$ cat config.mk
export PLATFORM = sky130hd
export DESIGN_NAME = multicycle_controller_flat
export DESIGN_NICKNAME = d
export VERILOG_FILES = /design/src/rtl/multicycle_controller_if.sv /design/src/rtl/multicycle_controller.sv /design/src/flat_wrapper.sv
export SDC_FILE = /design/constraint.sdc
export NUM_CORES = 1
export LEC_CHECK = 0
export BUFFER_PORTS_ARGS = -buffer_cell sky130_fd_sc_hd__buf_2
export CAP_MARGIN = 20
export CORE_ASPECT_RATIO = 0.5
export CORE_MARGIN = 4
export CORE_UTILIZATION = 42
export DETAILED_ROUTE_END_ITERATION = 10
export PLACE_DENSITY_LB_ADDON = 0.2
export SLEW_MARGIN = 20
export SYNTH_ARGS = -nofsm -noshare
export SYNTH_HDL_FRONTEND = slang
export SYNTH_SLANG_ARGS = --single-unit
export TNS_END_PERCENT = 10
$ cat constraint.sdc
create_clock -name clk -period 1.56 [get_ports clk]
set_clock_uncertainty 0.15 [all_clocks]
set_input_delay 0.312 -clock clk [delete_from_list [all_inputs] [get_ports clk]]
set_output_delay 0.312 -clock clk [all_outputs]
set_load 0.01 [all_outputs]
$ cat src/rtl/multicycle_controller_if.sv
// Control/status bundle between the multicycle sequencer (master) and the RV32I datapath (slave).
interface multicycle_controller_if #(
  parameter int OP_WIDTH = 4
);
  logic [31:0]         inst;
  logic                br_eq;
  logic                br_lt;
  logic                mem_ready;
  logic                ir_we;
  logic                pc_we;
  logic                pcmux_sel;
  logic                regfile_we;
  logic [2:0]          imm_sel;
  logic                cmpop;
  logic                alumux1_sel;
  logic                alumux2_sel;
  logic [OP_WIDTH-1:0] aluop;
  logic                dmem_re;
  logic                dmem_we;
  logic [1:0]          wbmux_sel;
  logic                retire;
  logic                trap;
  logic [1:0]          trap_cause;

  modport master (
    input  inst, br_eq, br_lt, mem_ready,
    output ir_we, pc_we, pcmux_sel, regfile_we, imm_sel, cmpop, alumux1_sel,
           alumux2_sel, aluop, dmem_re, dmem_we, wbmux_sel, retire, trap, trap_cause
  );

  modport slave (
    output inst, br_eq, br_lt, mem_ready,
    input  ir_we, pc_we, pcmux_sel, regfile_we, imm_sel, cmpop, alumux1_sel,
           alumux2_sel, aluop, dmem_re, dmem_we, wbmux_sel, retire, trap, trap_cause
  );
endinterface

$ cat src/rtl/multicycle_controller.sv
// Multi-cycle RV32I sequencer: FETCH/DECODE/EXEC/MEM/WB with registered enables,
// inst-decoded selects, bounded dmem wait and a sticky trap.
module multicycle_controller #(
  parameter int OP_WIDTH    = 4,
  parameter int MEM_TIMEOUT = 15
) (
  input logic                     clk,
  input logic                     reset,
  multicycle_controller_if.master bus
);

  localparam logic [6:0] OPC_OP     = 7'b0110011;
  localparam logic [6:0] OPC_OPIMM  = 7'b0010011;
  localparam logic [6:0] OPC_LUI    = 7'b0110111;
  localparam logic [6:0] OPC_AUIPC  = 7'b0010111;
  localparam logic [6:0] OPC_LOAD   = 7'b0000011;
  localparam logic [6:0] OPC_STORE  = 7'b0100011;
  localparam logic [6:0] OPC_BRANCH = 7'b1100011;
  localparam logic [6:0] OPC_JAL    = 7'b1101111;
  localparam logic [6:0] OPC_JALR   = 7'b1100111;

  localparam logic [OP_WIDTH-1:0] ALU_ADD    = OP_WIDTH'(0);
  localparam logic [OP_WIDTH-1:0] ALU_SUB    = OP_WIDTH'(1);
  localparam logic [OP_WIDTH-1:0] ALU_SLL    = OP_WIDTH'(2);
  localparam logic [OP_WIDTH-1:0] ALU_SLT    = OP_WIDTH'(3);
  localparam logic [OP_WIDTH-1:0] ALU_SLTU   = OP_WIDTH'(4);
  localparam logic [OP_WIDTH-1:0] ALU_XOR    = OP_WIDTH'(5);
  localparam logic [OP_WIDTH-1:0] ALU_SRL    = OP_WIDTH'(6);
  localparam logic [OP_WIDTH-1:0] ALU_SRA    = OP_WIDTH'(7);
  localparam logic [OP_WIDTH-1:0] ALU_OR     = OP_WIDTH'(8);
  localparam logic [OP_WIDTH-1:0] ALU_AND    = OP_WIDTH'(9);
  localparam logic [OP_WIDTH-1:0] ALU_PASS_B = OP_WIDTH'(10);

  localparam logic [2:0] IMM_I = 3'd0;
  localparam logic [2:0] IMM_S = 3'd1;
  localparam logic [2:0] IMM_B = 3'd2;
  localparam logic [2:0] IMM_U = 3'd3;
  localparam logic [2:0] IMM_J = 3'd4;

  localparam logic [1:0] WB_MEM = 2'd0;
  localparam logic [1:0] WB_ALU = 2'd1;
  localparam logic [1:0] WB_PC4 = 2'd2;

  localparam logic [1:0] CAUSE_NONE    = 2'd0;
  localparam logic [1:0] CAUSE_ILLEGAL = 2'd1;
  localparam logic [1:0] CAUSE_TIMEOUT = 2'd2;

  localparam int                CNT_W    = $clog2(MEM_TIMEOUT + 1);
  localparam logic [CNT_W-1:0] CNT_LAST = CNT_W'(MEM_TIMEOUT - 1);

  typedef enum logic [2:0] {
    S_FETCH,
    S_DECODE,
    S_EXEC,
    S_MEM,
    S_WB,
    S_TRAP
  } state_t;

  state_t           state_q;
  logic [CNT_W-1:0] cnt_q;
  logic             ir_we_q;
  logic             pc_we_q;
  logic             regfile_we_q;
  logic             dmem_re_q;
  logic             dmem_we_q;
  logic             retire_q;
  logic             trap_q;
  logic [1:0]       cause_q;

  // Instruction fields
  logic [6:0] opcode;
  logic [2:0] funct3;
  logic       funct7_b5;
  logic       rd_nz;
  logic       unused_inst;

  assign opcode      = bus.inst[6:0];
  assign funct3      = bus.inst[14:12];
  assign funct7_b5   = bus.inst[30];
  assign rd_nz       = (bus.inst[11:7] != 5'd0);
  assign unused_inst = ^{bus.inst[31], bus.inst[29:15]};

  logic is_load;
  logic is_store;
  logic is_branch;
  logic illegal;

  assign is_load   = (opcode == OPC_LOAD);
  assign is_store  = (opcode == OPC_STORE);
  assign is_branch = (opcode == OPC_BRANCH);

  always_comb begin
    illegal = 1'b1;
    case (opcode)
      OPC_OP, OPC_OPIMM, OPC_LUI, OPC_AUIPC, OPC_JAL: illegal = 1'b0;
      OPC_LOAD, OPC_STORE:                            illegal = (funct3 != 3'b010);
      OPC_BRANCH:                                     illegal = (funct3[2:1] == 2'b01);
      OPC_JALR:                                       illegal = (funct3 != 3'b000);
      default:                                        illegal = 1'b1;
    endcase
  end

  // Register-register SUB is the only subtract; SRA/SRAI share funct7[5]
  logic [OP_WIDTH-1:0] alu_funct;

  always_comb begin
    alu_funct = ALU_ADD;
    case (funct3)
      3'b000:  alu_funct = ((opcode == OPC_OP) && funct7_b5) ? ALU_SUB : ALU_ADD;
      3'b001:  alu_funct = ALU_SLL;
      3'b010:  alu_funct = ALU_SLT;
      3'b011:  alu_funct = ALU_SLTU;
      3'b100:  alu_funct = ALU_XOR;
      3'b101:  alu_funct = funct7_b5 ? ALU_SRA : ALU_SRL;
      3'b110:  alu_funct = ALU_OR;
      default: alu_funct = ALU_AND;
    endcase
  end

  // funct3[0] inverts the sense (BNE/BGE/BGEU), funct3[2] picks lt over eq
  logic br_taken;
  assign br_taken = funct3[2] ? (bus.br_lt ^ funct3[0]) : (bus.br_eq ^ funct3[0]);

  logic [2:0]          imm_sel_w;
  logic                cmpop_w;
  logic                alumux1_w;
  logic                alumux2_w;
  logic [OP_WIDTH-1:0] aluop_w;
  logic [1:0]          wbmux_w;
  logic                pcmux_w;

  always_comb begin
    imm_sel_w = IMM_I;
    cmpop_w   = 1'b0;
    alumux1_w = 1'b0;
    alumux2_w = 1'b1;
    aluop_w   = ALU_ADD;
    wbmux_w   = WB_ALU;
    pcmux_w   = 1'b0;
    case (opcode)
      OPC_OP: begin
        alumux2_w = 1'b0;
        aluop_w   = alu_funct;
      end
      OPC_OPIMM: aluop_w = alu_funct;
      OPC_LUI: begin
        imm_sel_w = IMM_U;
        aluop_w   = ALU_PASS_B;
      end
      OPC_AUIPC: begin
        imm_sel_w = IMM_U;
        alumux1_w = 1'b1;
      end
      OPC_LOAD:  wbmux_w = WB_MEM;
      OPC_STORE: imm_sel_w = IMM_S;
      OPC_BRANCH: begin
        imm_sel_w = IMM_B;
        alumux1_w = 1'b1;
        cmpop_w   = funct3[1];
        pcmux_w   = br_taken;
      end
      OPC_JAL: begin
        imm_sel_w = IMM_J;
        alumux1_w = 1'b1;
        wbmux_w   = WB_PC4;
        pcmux_w   = 1'b1;
      end
      OPC_JALR: begin
        wbmux_w = WB_PC4;
        pcmux_w = 1'b1;
      end
      default: ;
    endcase
  end

  // Enables are registered for the state being entered, so they read as Moore outputs
  always_ff @(posedge clk) begin
    if (!reset) begin
      state_q      <= S_FETCH;
      cnt_q        <= '0;
      trap_q       <= 1'b0;
      cause_q      <= CAUSE_NONE;
      ir_we_q      <= 1'b1;
      pc_we_q      <= 1'b0;
      regfile_we_q <= 1'b0;
      dmem_re_q    <= 1'b0;
      dmem_we_q    <= 1'b0;
      retire_q     <= 1'b0;
    end else begin
      ir_we_q      <= 1'b0;
      pc_we_q      <= 1'b0;
      regfile_we_q <= 1'b0;
      dmem_re_q    <= 1'b0;
      dmem_we_q    <= 1'b0;
      retire_q     <= 1'b0;
      case (state_q)
        S_FETCH: state_q <= S_DECODE;
        S_DECODE: begin
          if (illegal) begin
            state_q <= S_TRAP;
            trap_q  <= 1'b1;
            cause_q <= CAUSE_ILLEGAL;
          end else begin
            state_q <= S_EXEC;
            if (is_branch) begin
              pc_we_q  <= 1'b1;
              retire_q <= 1'b1;
            end
          end
        end
        S_EXEC: begin
          if (is_branch) begin
            state_q <= S_FETCH;
            ir_we_q <= 1'b1;
          end else if (is_load || is_store) begin
            state_q   <= S_MEM;
            cnt_q     <= '0;
            dmem_re_q <= is_load;
            dmem_we_q <= is_store;
          end else begin
            state_q      <= S_WB;
            regfile_we_q <= rd_nz;
            pc_we_q      <= 1'b1;
            retire_q     <= 1'b1;
          end
        end
        S_MEM: begin
          if (bus.mem_ready) begin
            if (dmem_we_q) begin
              state_q <= S_FETCH;
              ir_we_q <= 1'b1;
            end else begin
              state_q      <= S_WB;
              regfile_we_q <= rd_nz;
              pc_we_q      <= 1'b1;
              retire_q     <= 1'b1;
            end
          end else if (cnt_q == CNT_LAST) begin
            state_q <= S_TRAP;
            trap_q  <= 1'b1;
            cause_q <= CAUSE_TIMEOUT;
          end else begin
            cnt_q     <= cnt_q + CNT_W'(1);
            dmem_re_q <= dmem_re_q;
            dmem_we_q <= dmem_we_q;
          end
        end
        S_WB: begin
          state_q <= S_FETCH;
          ir_we_q <= 1'b1;
        end
        S_TRAP:  state_q <= S_TRAP;
        default: state_q <= S_FETCH;
      endcase
    end
  end

  // A store retires in the same cycle its handshake completes
  logic store_done;
  assign store_done = (state_q == S_MEM) && dmem_we_q && bus.mem_ready;

  assign bus.ir_we       = ir_we_q & reset;
  assign bus.pc_we       = (pc_we_q | store_done) & reset;
  assign bus.regfile_we  = regfile_we_q & reset;
  assign bus.dmem_re     = dmem_re_q & reset;
  assign bus.dmem_we     = dmem_we_q & reset;
  assign bus.retire      = (retire_q | store_done) & reset;
  assign bus.trap        = trap_q;
  assign bus.trap_cause  = cause_q;
  assign bus.imm_sel     = imm_sel_w;
  assign bus.cmpop       = cmpop_w;
  assign bus.alumux1_sel = alumux1_w;
  assign bus.alumux2_sel = alumux2_w;
  assign bus.aluop       = aluop_w;
  assign bus.wbmux_sel   = wbmux_w;
  assign bus.pcmux_sel   = pcmux_w;

endmodule

$ cat src/flat_wrapper.sv
// flat-port wrapper written by rule: the top's interface ports become plain ports
module multicycle_controller_flat 
#(
  parameter int OP_WIDTH    = 4,
  parameter int MEM_TIMEOUT = 15
)
  (clk, reset, bus_inst, bus_br_eq, bus_br_lt, bus_mem_ready, bus_ir_we, bus_pc_we, bus_pcmux_sel, bus_regfile_we, bus_imm_sel, bus_cmpop, bus_alumux1_sel, bus_alumux2_sel, bus_aluop, bus_dmem_re, bus_dmem_we, bus_wbmux_sel, bus_retire, bus_trap, bus_trap_cause);
  multicycle_controller_if #(.OP_WIDTH(OP_WIDTH)) bus_i ();
  input logic clk;
  input logic reset;
  input wire logic [$bits(bus_i.inst)-1:0] bus_inst;
  input wire logic [$bits(bus_i.br_eq)-1:0] bus_br_eq;
  input wire logic [$bits(bus_i.br_lt)-1:0] bus_br_lt;
  input wire logic [$bits(bus_i.mem_ready)-1:0] bus_mem_ready;
  output wire logic [$bits(bus_i.ir_we)-1:0] bus_ir_we;
  output wire logic [$bits(bus_i.pc_we)-1:0] bus_pc_we;
  output wire logic [$bits(bus_i.pcmux_sel)-1:0] bus_pcmux_sel;
  output wire logic [$bits(bus_i.regfile_we)-1:0] bus_regfile_we;
  output wire logic [$bits(bus_i.imm_sel)-1:0] bus_imm_sel;
  output wire logic [$bits(bus_i.cmpop)-1:0] bus_cmpop;
  output wire logic [$bits(bus_i.alumux1_sel)-1:0] bus_alumux1_sel;
  output wire logic [$bits(bus_i.alumux2_sel)-1:0] bus_alumux2_sel;
  output wire logic [$bits(bus_i.aluop)-1:0] bus_aluop;
  output wire logic [$bits(bus_i.dmem_re)-1:0] bus_dmem_re;
  output wire logic [$bits(bus_i.dmem_we)-1:0] bus_dmem_we;
  output wire logic [$bits(bus_i.wbmux_sel)-1:0] bus_wbmux_sel;
  output wire logic [$bits(bus_i.retire)-1:0] bus_retire;
  output wire logic [$bits(bus_i.trap)-1:0] bus_trap;
  output wire logic [$bits(bus_i.trap_cause)-1:0] bus_trap_cause;
  assign bus_i.inst = bus_inst;
  assign bus_i.br_eq = bus_br_eq;
  assign bus_i.br_lt = bus_br_lt;
  assign bus_i.mem_ready = bus_mem_ready;
  assign bus_ir_we = bus_i.ir_we;
  assign bus_pc_we = bus_i.pc_we;
  assign bus_pcmux_sel = bus_i.pcmux_sel;
  assign bus_regfile_we = bus_i.regfile_we;
  assign bus_imm_sel = bus_i.imm_sel;
  assign bus_cmpop = bus_i.cmpop;
  assign bus_alumux1_sel = bus_i.alumux1_sel;
  assign bus_alumux2_sel = bus_i.alumux2_sel;
  assign bus_aluop = bus_i.aluop;
  assign bus_dmem_re = bus_i.dmem_re;
  assign bus_dmem_we = bus_i.dmem_we;
  assign bus_wbmux_sel = bus_i.wbmux_sel;
  assign bus_retire = bus_i.retire;
  assign bus_trap = bus_i.trap;
  assign bus_trap_cause = bus_i.trap_cause;
  multicycle_controller #(.OP_WIDTH(OP_WIDTH), .MEM_TIMEOUT(MEM_TIMEOUT)) u_core (.clk(clk), .reset(reset), .bus(bus_i));
endmodule
==> flow_summary.yaml, run 1 <==
run_status:
  run_status: "finished, violations left"
  violations: "setup timing"
cells_and_area:
  final_cell_area_sq_um: 1920
  drive_gt1_share_pct: 46.5
  nets: 281
  areaGrowthSynthToFinish_pct: 53.6
  antennaDiodeCount: 0
drt:
  wl_per_cell_um: 14.2
  ant_nets: 0
  dr.pass1.iters: 4
  avgViaCountPerCell: 5.54
  drc: 0
  drt_iter0_markers: 52
  wirelength_um: 3950
  vias: 1540
grt:
  grt_usage_pct: 20.0
  grt_pass1_vias: 1406
  grt_max_degree: 13
  antenna_found_initial: 0
  grt_pass1_wl_um: 6310
  overflow: 0
worst_setup_path:
  endpoint_kind: "output port"
  regToRegSetupSlack_ps: 50
  worstPathArrival_ps: 1310
  path_max_fanout: 5
  crit_required_ps: 1100
  cp-start-kind: "input pin"
  setup.worst_path.class: "in2out"
cts:
  cts.clk_slew.worst_paths_ps: 60
  clk_path_buf_depth: 2
  cts_made_buffers: 3
  hold_buffers: 0
  cts.sinks: 15
  cts_root_buffer: "clkbuf_8"
  cts_tree: "yes"
  clock_latency_ps: 250
  cts_max_level: 1
floorplan:
  core_area_sq_um: 2720
  ioPinCount: 59
  start_util_pct: 46.0
  die-area_sq_um: 3960
  fp-row-count: 13
  fp.dieH_um: 46.6
  die_w_um: 85.1
place:
  place_hpwl_um: 3100
  gp_congestion: 0.884
  io_buffers: 42
  placed_area_sq_um: 1780
synth:
  synth.net_count: 205
  async_flop_share_pct: 0
  yosysWarningCount: 0
  synthAdderAreaFrac_pct: 2.00
  ys_top_cells_by_area: "dfxtp_1, nand2_1, nor2_1"
  synth_edf_count: 0
  synth-xor-area-share_pct: 0.701
  muxShareOfSynthArea_pct: 2.40
  synth-simple-area-share_pct: 34.2
  synth_top_area_share_pct: 24.0
  synth-compound-area-share_pct: 30.4
  synth-seq-area-share_pct: 24.0
  synth_seq_cells: 15
  synth_cell_types: 55
  avgSynthCellArea_sq_um: 7.52
  synth_area_sq_um: 1250
  ys.flop_type: "dfxtp_1"
  syn_inst: 166
  netlist.top_cell.by_area: "dfxtp_1"
  synth_top_family_by_area: "simple AND/OR/NAND/NOR gates"
power_and_ir_drop:
  power.density_nw_per_um2: 529
  p_leak_nw: 0.854
  vdd_drop_max_v: 0.000560
  power_mw: 1.01
timing:
  rsz0062_at_grt: "yes"
  fmax_ghz: 0.565
  drv_slew: 0
  min_period_over_period_pct: 114
  finalSetupViolCount: 16
  worst_slack_ps: -211
  slew_headroom_pct: 71.0
  tightest_slew_ps: 430
  period_minus_slack_ps: 1770
  finalHoldViolCount: 0
flow_run:
  cap_violations: 0
worst_hold_path:
  hp-class: "in2reg"
critical path, cell delays in order:
cell,delay (ps)
buf_6,90
nand4bb_4,250
or3_4,400
o22ai_2,110
buf_2,150
cell usage after synthesis, types with 2 or more instances:
| master | instances |
|---|---|
| nand2_1 | 17 |
| nor2_1 | 16 |
| dfxtp_1 | 15 |
| o21ai_0 | 11 |
| a21oi_1 | 8 |
| inv_1 | 7 |
| a31oi_1 | 6 |
| and2_1 | 5 |
| buf_2 | 5 |
| nand3_1 | 5 |
| nor2b_1 | 5 |
| clkbuf_1 | 4 |
| nand2b_1 | 4 |
| mux2i_1 | 3 |
| nand4_1 | 3 |
| or3_1 | 3 |
| and3_1 | 2 |
| ha_1 | 2 |
| nand4b_1 | 2 |
| nor3_1 | 2 |
| o2111ai_1 | 2 |
| o21a_1 | 2 |
| o221ai_1 | 2 |
| o311ai_0 | 2 |
| o32ai_1 | 2 |
| or2_2 | 2 |
layout by cell type, fill, tap and decap left out, drive strengths merged, types with 2 or more instances in the layout:
| cell | count |
|---|---|
| a21oi | 8 |
| a31oi | 6 |
| and2 | 6 |
| and3 | 2 |
| buf | 82 |
| clkbuf | 4 |
| dfxtp | 15 |
| ha | 2 |
| inv | 7 |
| mux2i | 3 |
| nand2 | 17 |
| nand2b | 4 |
| nand3 | 5 |
| nand4 | 3 |
| nand4b | 2 |
| nor2 | 16 |
| nor2b | 5 |
| nor3 | 2 |
| o2111ai | 2 |
| o21a | 2 |
| o21ai | 12 |
| o221ai | 2 |
| o311ai | 2 |
| o32ai | 2 |
| or2 | 2 |
| or3 | 4 |
| or4 | 2 |
sequential cells by signal, indices dropped and copies added (netlist names):
register and count:
u_core.bus.trap_cause 2, u_core.dmem_re_q 1, u_core.retire_q 1, u_core.regfile_we_q 1
u_core.state_q 3, u_core.bus.trap 1, u_core.dmem_we_q 1, u_core.ir_we_q 1
u_core.cnt_q 4
stage by stage:
step	utilization (%)	cells	hold WS (ps)	setup TNS, ps	setup WS, ps
6_report	70.6	278	182	-2110	-211
5_1_grt	70.6	278	219	-3270	-257
4_1_cts	68.5	277	181	-2160	-246
3_5_place_dp	65.4	271	350	-5250	-361
3_3_place_gp	65.4	271	342	-4800	-281
2_1_floorplan	-	166	321	-342	-69.5
final cells by class:
cell class,instances,area [sq um]
fillers,225,798
flip-flops and latches,15,305
inverters,7,26.3
well taps,37,46.3
clock buffers,4,45.0
repair buffers,82,533
multi-input cells,133,962
metal layers:
metal | up-vias | routed length (um) | GRT usage (%)
met2 | 57 | 1830 | 36.6
met1 | 710 | 1800 | 25.2
met3 | 0 | 322 | 4.64
li1 | 773 | - | -
met4 | 0 | 0 | 2.52
met5 | - | 0 | 0
cell families after synthesis:
family / after synthesis
simple gates: 75
compound gates: 52
buf+inv: 18
flops: 15
xor+xnor: 1
mux: 3
fa+ha+maj: 2
final timing paths:
check | endpoint | depth (start not counted) | startpoint
max | bus_pcmux_sel | 5 | bus_inst[2]
min | u_core.regfile_we_q$_SDFF_PN0_ | 3 | bus_inst[8]
max reg2reg | u_core.state_q[2]$_SDFFE_PN0P_ | 3 | u_core.state_q[0]$_SDFFE_PN0P_
min reg2reg | u_core.bus.trap$_SDFFE_PN0P_ | 2 | u_core.bus.trap$_SDFFE_PN0P_
repair_timing:
item / in CTS / in global routing
endpoints found under the setup margin: 22 / 28
pin swaps: 8 / 9
gates cloned: 0 / 0
buffers inserted: 2 / 1
resized for setup: 7 / 13
where the power goes:
group	switching [mW]	total (mW)	leakage, nW	internal (mW)
registers	0.0174	0.416	0.123	0.399
clock network	0.139	0.320	0.0228	0.181
logic	0.140	0.278	0.708	0.138
total	0.297	1.01	0.854	0.718
Note: power is estimated with default switching activity, not from simulation.
==> run 2: changes to the inputs <==
--- a/config.mk
+++ b/config.mk
@@ -5,11 +5,12 @@
 export SDC_FILE = /design/constraint.sdc
 export NUM_CORES = 1
 export LEC_CHECK = 0
+export ABC_AREA = 1
 export BUFFER_PORTS_ARGS = -buffer_cell sky130_fd_sc_hd__buf_2
 export CAP_MARGIN = 20
 export CORE_ASPECT_RATIO = 0.5
 export CORE_MARGIN = 4
-export CORE_UTILIZATION = 42
+export CORE_UTILIZATION = 41
 export DETAILED_ROUTE_END_ITERATION = 10
 export PLACE_DENSITY_LB_ADDON = 0.2
 export SLEW_MARGIN = 20
==> flow_summary.yaml, run 2 <==
grt:
  overflow: 0
  antenna_found_initial: 0
  grt_usage_pct: 20.9
  grt_pass1_wl_um: 6380
  grt_pass1_vias: 1536
  grt_max_degree: 10
power_and_ir_drop:
  power.density_nw_per_um2: 509
  vdd_drop_max_v: 0.000279
  p_leak_nw: 1.06
  power_mw: 1.06
drt:
  wirelength_um: 4260
  drt_iter0_markers: 66
  vias: 1630
  avgViaCountPerCell: 5.11
  ant_nets: 0
  wl_per_cell_um: 13.3
  drc: 0
  dr.pass1.iters: 5
worst_setup_path:
  path_max_fanout: 2
  cp-start-kind: "flop"
  cpMaxStageDelayCell: "dfxtp_2"
  setup.worst_path.class: "reg2out"
  regToRegSetupSlack_ps: -170
  crit_required_ps: 1100
  crit_chain: "inv_2, nor2_4, nand2_2, nor2_2, nand2_2, a21oi_2, buf_2"
  cpMostUsedCell: "nand2_2"
  worstPathArrival_ps: 1380
  endpoint_kind: "output port"
  crit_path_max_incr_delay_ps: 350
timing:
  finalHoldViolCount: 0
  drv_slew: 0
  rsz0062_at_grt: "yes"
  fin_setup_tns_ps: -3050
  finalSetupViolCount: 24
  worst_slack_ps: -286
  period_minus_slack_ps: 1850
  min_period_over_period_pct: 118
  fmax_ghz: 0.542
  slew_headroom_pct: 78.7
  tightest_slew_ps: 317
worst_hold_path:
  hp-class: "in2reg"
synth:
  avgSynthCellArea_sq_um: 6.14
  netlist.top_cell.by_area: "dfxtp_1"
  synth_area_sq_um: 1170
  synth_seq_cells: 15
  synth_common_cells: "nand2_1, inv_1, nor2_1"
  yosysWarningCount: 0
  synth_top_area_share_pct: 25.8
  ys_top_cells_by_area: "dfxtp_1, nand2_1, inv_1"
  synth-seq-area-share_pct: 25.8
  synth.net_count: 229
  ys.flop_type: "dfxtp_1"
  syn_inst: 190
  synth_edf_count: 0
  synth.most_common_cell: "nand2_1"
  async_flop_share_pct: 0
  synth_cell_types: 29
floorplan:
  fp-row-count: 13
  die-area_sq_um: 3810
  ioPinCount: 59
  fp.dieH_um: 45.7
  core_area_sq_um: 2650
  start_util_pct: 44.0
  die_w_um: 83.4
place:
  gp_congestion: 0.882
  io_buffers: 42
  place_hpwl_um: 2570
cells_and_area:
  final_cell_mix: "buf_4, buf_2, nand2_1"
  areaGrowthSynthToFinish_pct: 79.4
  largest_register_ffs: 4
  nets: 322
  layout_commonest_cell: "buf_4"
  n_fill_cell: 176
  drive_gt1_share_pct: 58.2
  final_core_util_pct: 78.9
  largest-register: "u_core.cnt_q"
  antennaDiodeCount: 0
cts:
  cts.clk_slew.worst_paths_ps: 70
  cts_max_level: 1
  clk_path_buf_depth: 2
  cts_made_buffers: 3
  cts_tree: "yes"
  cts_root_buffer: "clkbuf_8"
  cts.sinks: 15
  clock_latency_ps: 260
run_status:
  run_status: "finished, violations left"
  violations: "setup timing"
flow_run:
  cap_violations: 0
[run 2: cell families (layout without fill, tap and decap cells)]
logic type / after synthesis / after routing / synth area share (%)
and+or+nand+nor: 101 / 101 / 42.4
buffers and inverters: 40 / 132 / 13.3
AOI/OAI and AO/OA: 31 / 31 / 15.7
DFF: 15 / 15 / 25.8
adders and majority gates: 2 / 2 / 2.15
xor gates and xnor gates: 1 / 1 / 0.751
[run 2: final timing paths]
kind | from | end | cells after the start
hold reg to reg | u_core.bus.trap$_SDFFE_PN0P_ | u_core.bus.trap$_SDFFE_PN0P_ | 2
hold / removal | bus_inst[7] | u_core.regfile_we_q$_SDFF_PN0_ | 3
setup / recovery | u_core.state_q[1]$_SDFFE_PN0P_ | bus_pc_we | 7
setup reg to reg | u_core.state_q[1]$_SDFFE_PN0P_ | u_core.ir_we_q$_SDFF_PN1_ | 12
[run 2: final cells by class]
class                   instances  area [sq um]  area share [%]
repair buffers                 91           669            32.0
inverters                      37           141            6.76
well taps                      37          46.3            2.21
clock buffers                   3          41.3            1.97
clock inverters                 1          5.00           0.239
multi-input cells             135           885            42.3
flip-flops and latches         15           304            14.5
[run 2: critical path: cells and delay by family, from the launching register on]
family	cells	cell delay [ps]
simple gates	4	410
compound gates	1	150
flops	1	350
buf+inv	2	220
[run 2: timing repair]
action	in CTS	in global routing
endpoints found under the setup margin	27	29
pin swaps	13	14
hold buffers	0	0
gates resized for setup	46	29
setup buffers	12	2
[run 2: power by group]
| group | switching, mW | leakage [nW] | internal, mW | total (mW) |
|---|---|---|---|---|
| sequential | 0.0187 | 0.123 | 0.407 | 0.425 |
| combinational | 0.176 | 0.909 | 0.139 | 0.315 |
| clock | 0.146 | 0.0255 | 0.177 | 0.323 |
| total | 0.340 | 1.06 | 0.723 | 1.06 |
[run 2: layer usage]
| layer | routed length, um | GRT usage (%) | share of wire, % |
|---|---|---|---|
| met5 | 0 | 0 | 0 |
| met3 | 266 | 4.15 | 6.2 |
| met2 | 2220 | 40.8 | 52 |
| met4 | 147 | 11.9 | 3.5 |
| met1 | 1620 | 22.3 | 38 |
[run 2: through the flow]
stage          worst slack (ps)  hold WS (ps)  cells  cell area (sq um)
3_3_place_gp               -279           287    301               1700
5_1_grt                    -350           251    319               2090
2_1_floorplan             -95.7           303    190               1180
6_report                   -286           238    319               2090
3_5_place_dp               -299           287    301               1700
4_1_cts                    -223           240    317               1970
==> run 3: changes to the inputs <==
--- a/config.mk
+++ b/config.mk
@@ -12,6 +12,7 @@
 export CORE_MARGIN = 4
 export CORE_UTILIZATION = 41
 export DETAILED_ROUTE_END_ITERATION = 10
+export MAX_ROUTING_LAYER = met4
 export PLACE_DENSITY_LB_ADDON = 0.2
 export SLEW_MARGIN = 20
 export SYNTH_ARGS = -nofsm -noshare
==> flow_summary.yaml, run 3 (synthesized netlist as in run 2, its figures left out) <==
cells_and_area:
  multi_input_area_sq_um: 885
  final_core_util_pct: 78.9
  n_fill_cell: 176
  register_area_sq_um: 304
  largest_register_ffs: 4
  largest-register: "u_core.cnt_q"
  final_cell_mix: "buf_4, buf_2, nand2_1"
  layout_commonest_cell: "buf_4"
  areaGrowthSynthToFinish_pct: 79.4
  layout.cells.non_filler: 319
  antennaDiodeCount: 0
  drive_gt1_share_pct: 58.2
  nets: 322
grt:
  grt_use_met2_pct: 40.8
  grt_pass1_vias: 1535
  grt_usage_pct: 21.6
  grt_busiest_layer: "met2"
  grt_use_met1_pct: 22.6
  grt_pass1_wl_um: 6380
  grt_max_degree: 10
  antenna_found_initial: 0
  gr-usage-met3_pct: 3.79
  overflow: 0
run_status:
  violations: "setup timing"
  run_status: "finished, violations left"
worst_setup_path:
  critical_path.endpoint: "bus_pc_we"
  worstPathArrival_ps: 1390
  crit_chain: "inv_2, nor2_4, nand2_2, nor2_2, nand2_2, a21oi_2, buf_2"
  path_max_fanout: 2
  regToRegSetupSlack_ps: -160
  rr_worst_depth: 12
  cpMostUsedCell: "nand2_2"
  r2r-start: "u_core.state_q[1]$_SDFFE_PN0P_"
  r2r_end: "u_core.ir_we_q$_SDFF_PN1_"
  startpoint: "u_core.state_q[1]$_SDFFE_PN0P_"
  endpoint_kind: "output port"
  crit_required_ps: 1100
  crit_path_max_incr_delay_ps: 350
  cp-start-kind: "flop"
  cpMaxStageDelayCell: "dfxtp_2"
  setup.worst_path.class: "reg2out"
drt:
  vias: 1614
  drc: 0
  dr.pass1.iters: 4
  wirelength_um: 4230
  drt_iter0_markers: 82
  avgViaCountPerCell: 5.06
  wl_per_cell_um: 13.3
  ant_nets: 0
worst_hold_path:
  hp-class: "in2reg"
power_and_ir_drop:
  vdd_drop_max_v: 0.000280
  p_leak_nw: 1.06
  power_mw: 1.06
  power.density_nw_per_um2: 508
place:
  place_hpwl_um: 2570
  dpl.cell_count: 301
  gp_congestion: 0.897
  io_buffers: 42
floorplan:
  ioPinCount: 59
  die-area_sq_um: 3810
  fp.dieH_um: 45.7
  start_util_pct: 44.0
  fp-row-count: 13
  die_w_um: 83.4
  core_area_sq_um: 2650
cts:
  cts_root_buffer: "clkbuf_8"
  clock_latency_ps: 260
  hold_buffers: 0
  cts_tree: "yes"
  cts_max_level: 1
  cts.sinks: 15
  cts_made_buffers: 3
  cts.clk_slew.worst_paths_ps: 70
  clk_path_buf_depth: 2
timing:
  min_period_over_period_pct: 119
  worst_slack_ps: -291
  fmax_ghz: 0.540
  slew_headroom_pct: 78.7
  period_minus_slack_ps: 1850
  tightest_slew_ps: 317
  finalHoldViolCount: 0
  rsz0062_at_grt: "yes"
  finalSetupViolCount: 24
  drv_slew: 0
flow_run:
  cap_violations: 0
-- run 3: worst min-delay path by stage --
| stage | from | endpoint | slack (ps) | cells past startpoint |
|---|---|---|---|---|
| after detailed placement | u_core.bus.trap$_SDFFE_PN0P_ | u_core.bus.trap$_SDFFE_PN0P_ | 290 | 2 |
| after global routing | reset | u_core.regfile_we_q$_SDFF_PN0_ | 250 | 3 |
| after floorplan | u_core.dmem_re_q$_SDFFE_PN0P_ | u_core.dmem_re_q$_SDFFE_PN0P_ | 300 | 2 |
| after global placement | u_core.bus.trap$_SDFFE_PN0P_ | u_core.bus.trap$_SDFFE_PN0P_ | 290 | 2 |
| after CTS | bus_inst[7] | u_core.regfile_we_q$_SDFF_PN0_ | 240 | 3 |
| final | bus_inst[7] | u_core.regfile_we_q$_SDFF_PN0_ | 230 | 3 |
-- run 3: layout make-up --
class                           instances  area share (%)
Clock buffer                            3            1.97
Multi-Input combinational cell        135            42.3
Sequential cell                        15            14.5
Inverter                               37            6.76
Clock inverter                          1           0.239
Timing Repair Buffer                   91            32.0
Tap cell                               37            2.21
-- run 3: repair_timing --
item                                    in CTS  in global routing
pin swaps                                   13                 14
gates cloned                                 0                  0
setup buffers                               12                  2
endpoints found under the setup margin      27                 29
gates resized for setup                     46                 29
-- run 3: routing by layer --
metal	wire length, um	up-vias
li1	-	796
met1	1650	736
met2	2190	66
met3	243	16
met4	148	0
met5	0	-
-- run 3: metrics by stage --
stage	setup slack, ps	area [sq um]	hold WS [ps]	setup TNS, ps
after floorplan	-95.7	1180	303	-270
after global placement	-279	1700	287	-3040
after detailed placement	-299	1700	287	-3550
after CTS	-223	1970	240	-1980
after global routing	-414	2090	251	-4850
final	-291	2090	232	-2960
-- run 3: worst max-delay path: cells and delay by family (launching register included) --
| family | cells | cell delay [ps] |
|---|---|---|
| AO/OA/AOI/OAI | 1 | 160 |
| buffers and inverters | 2 | 220 |
| flip-flops | 1 | 350 |
| AND/OR/NAND/NOR | 4 | 400 |
-- run 3: where the power goes --
group          internal, mW  switching, mW  total (mW)  leakage [nW]
clock network         0.178          0.146       0.324        0.0255
registers             0.407         0.0191       0.426         0.123
logic                 0.139          0.175       0.314         0.909
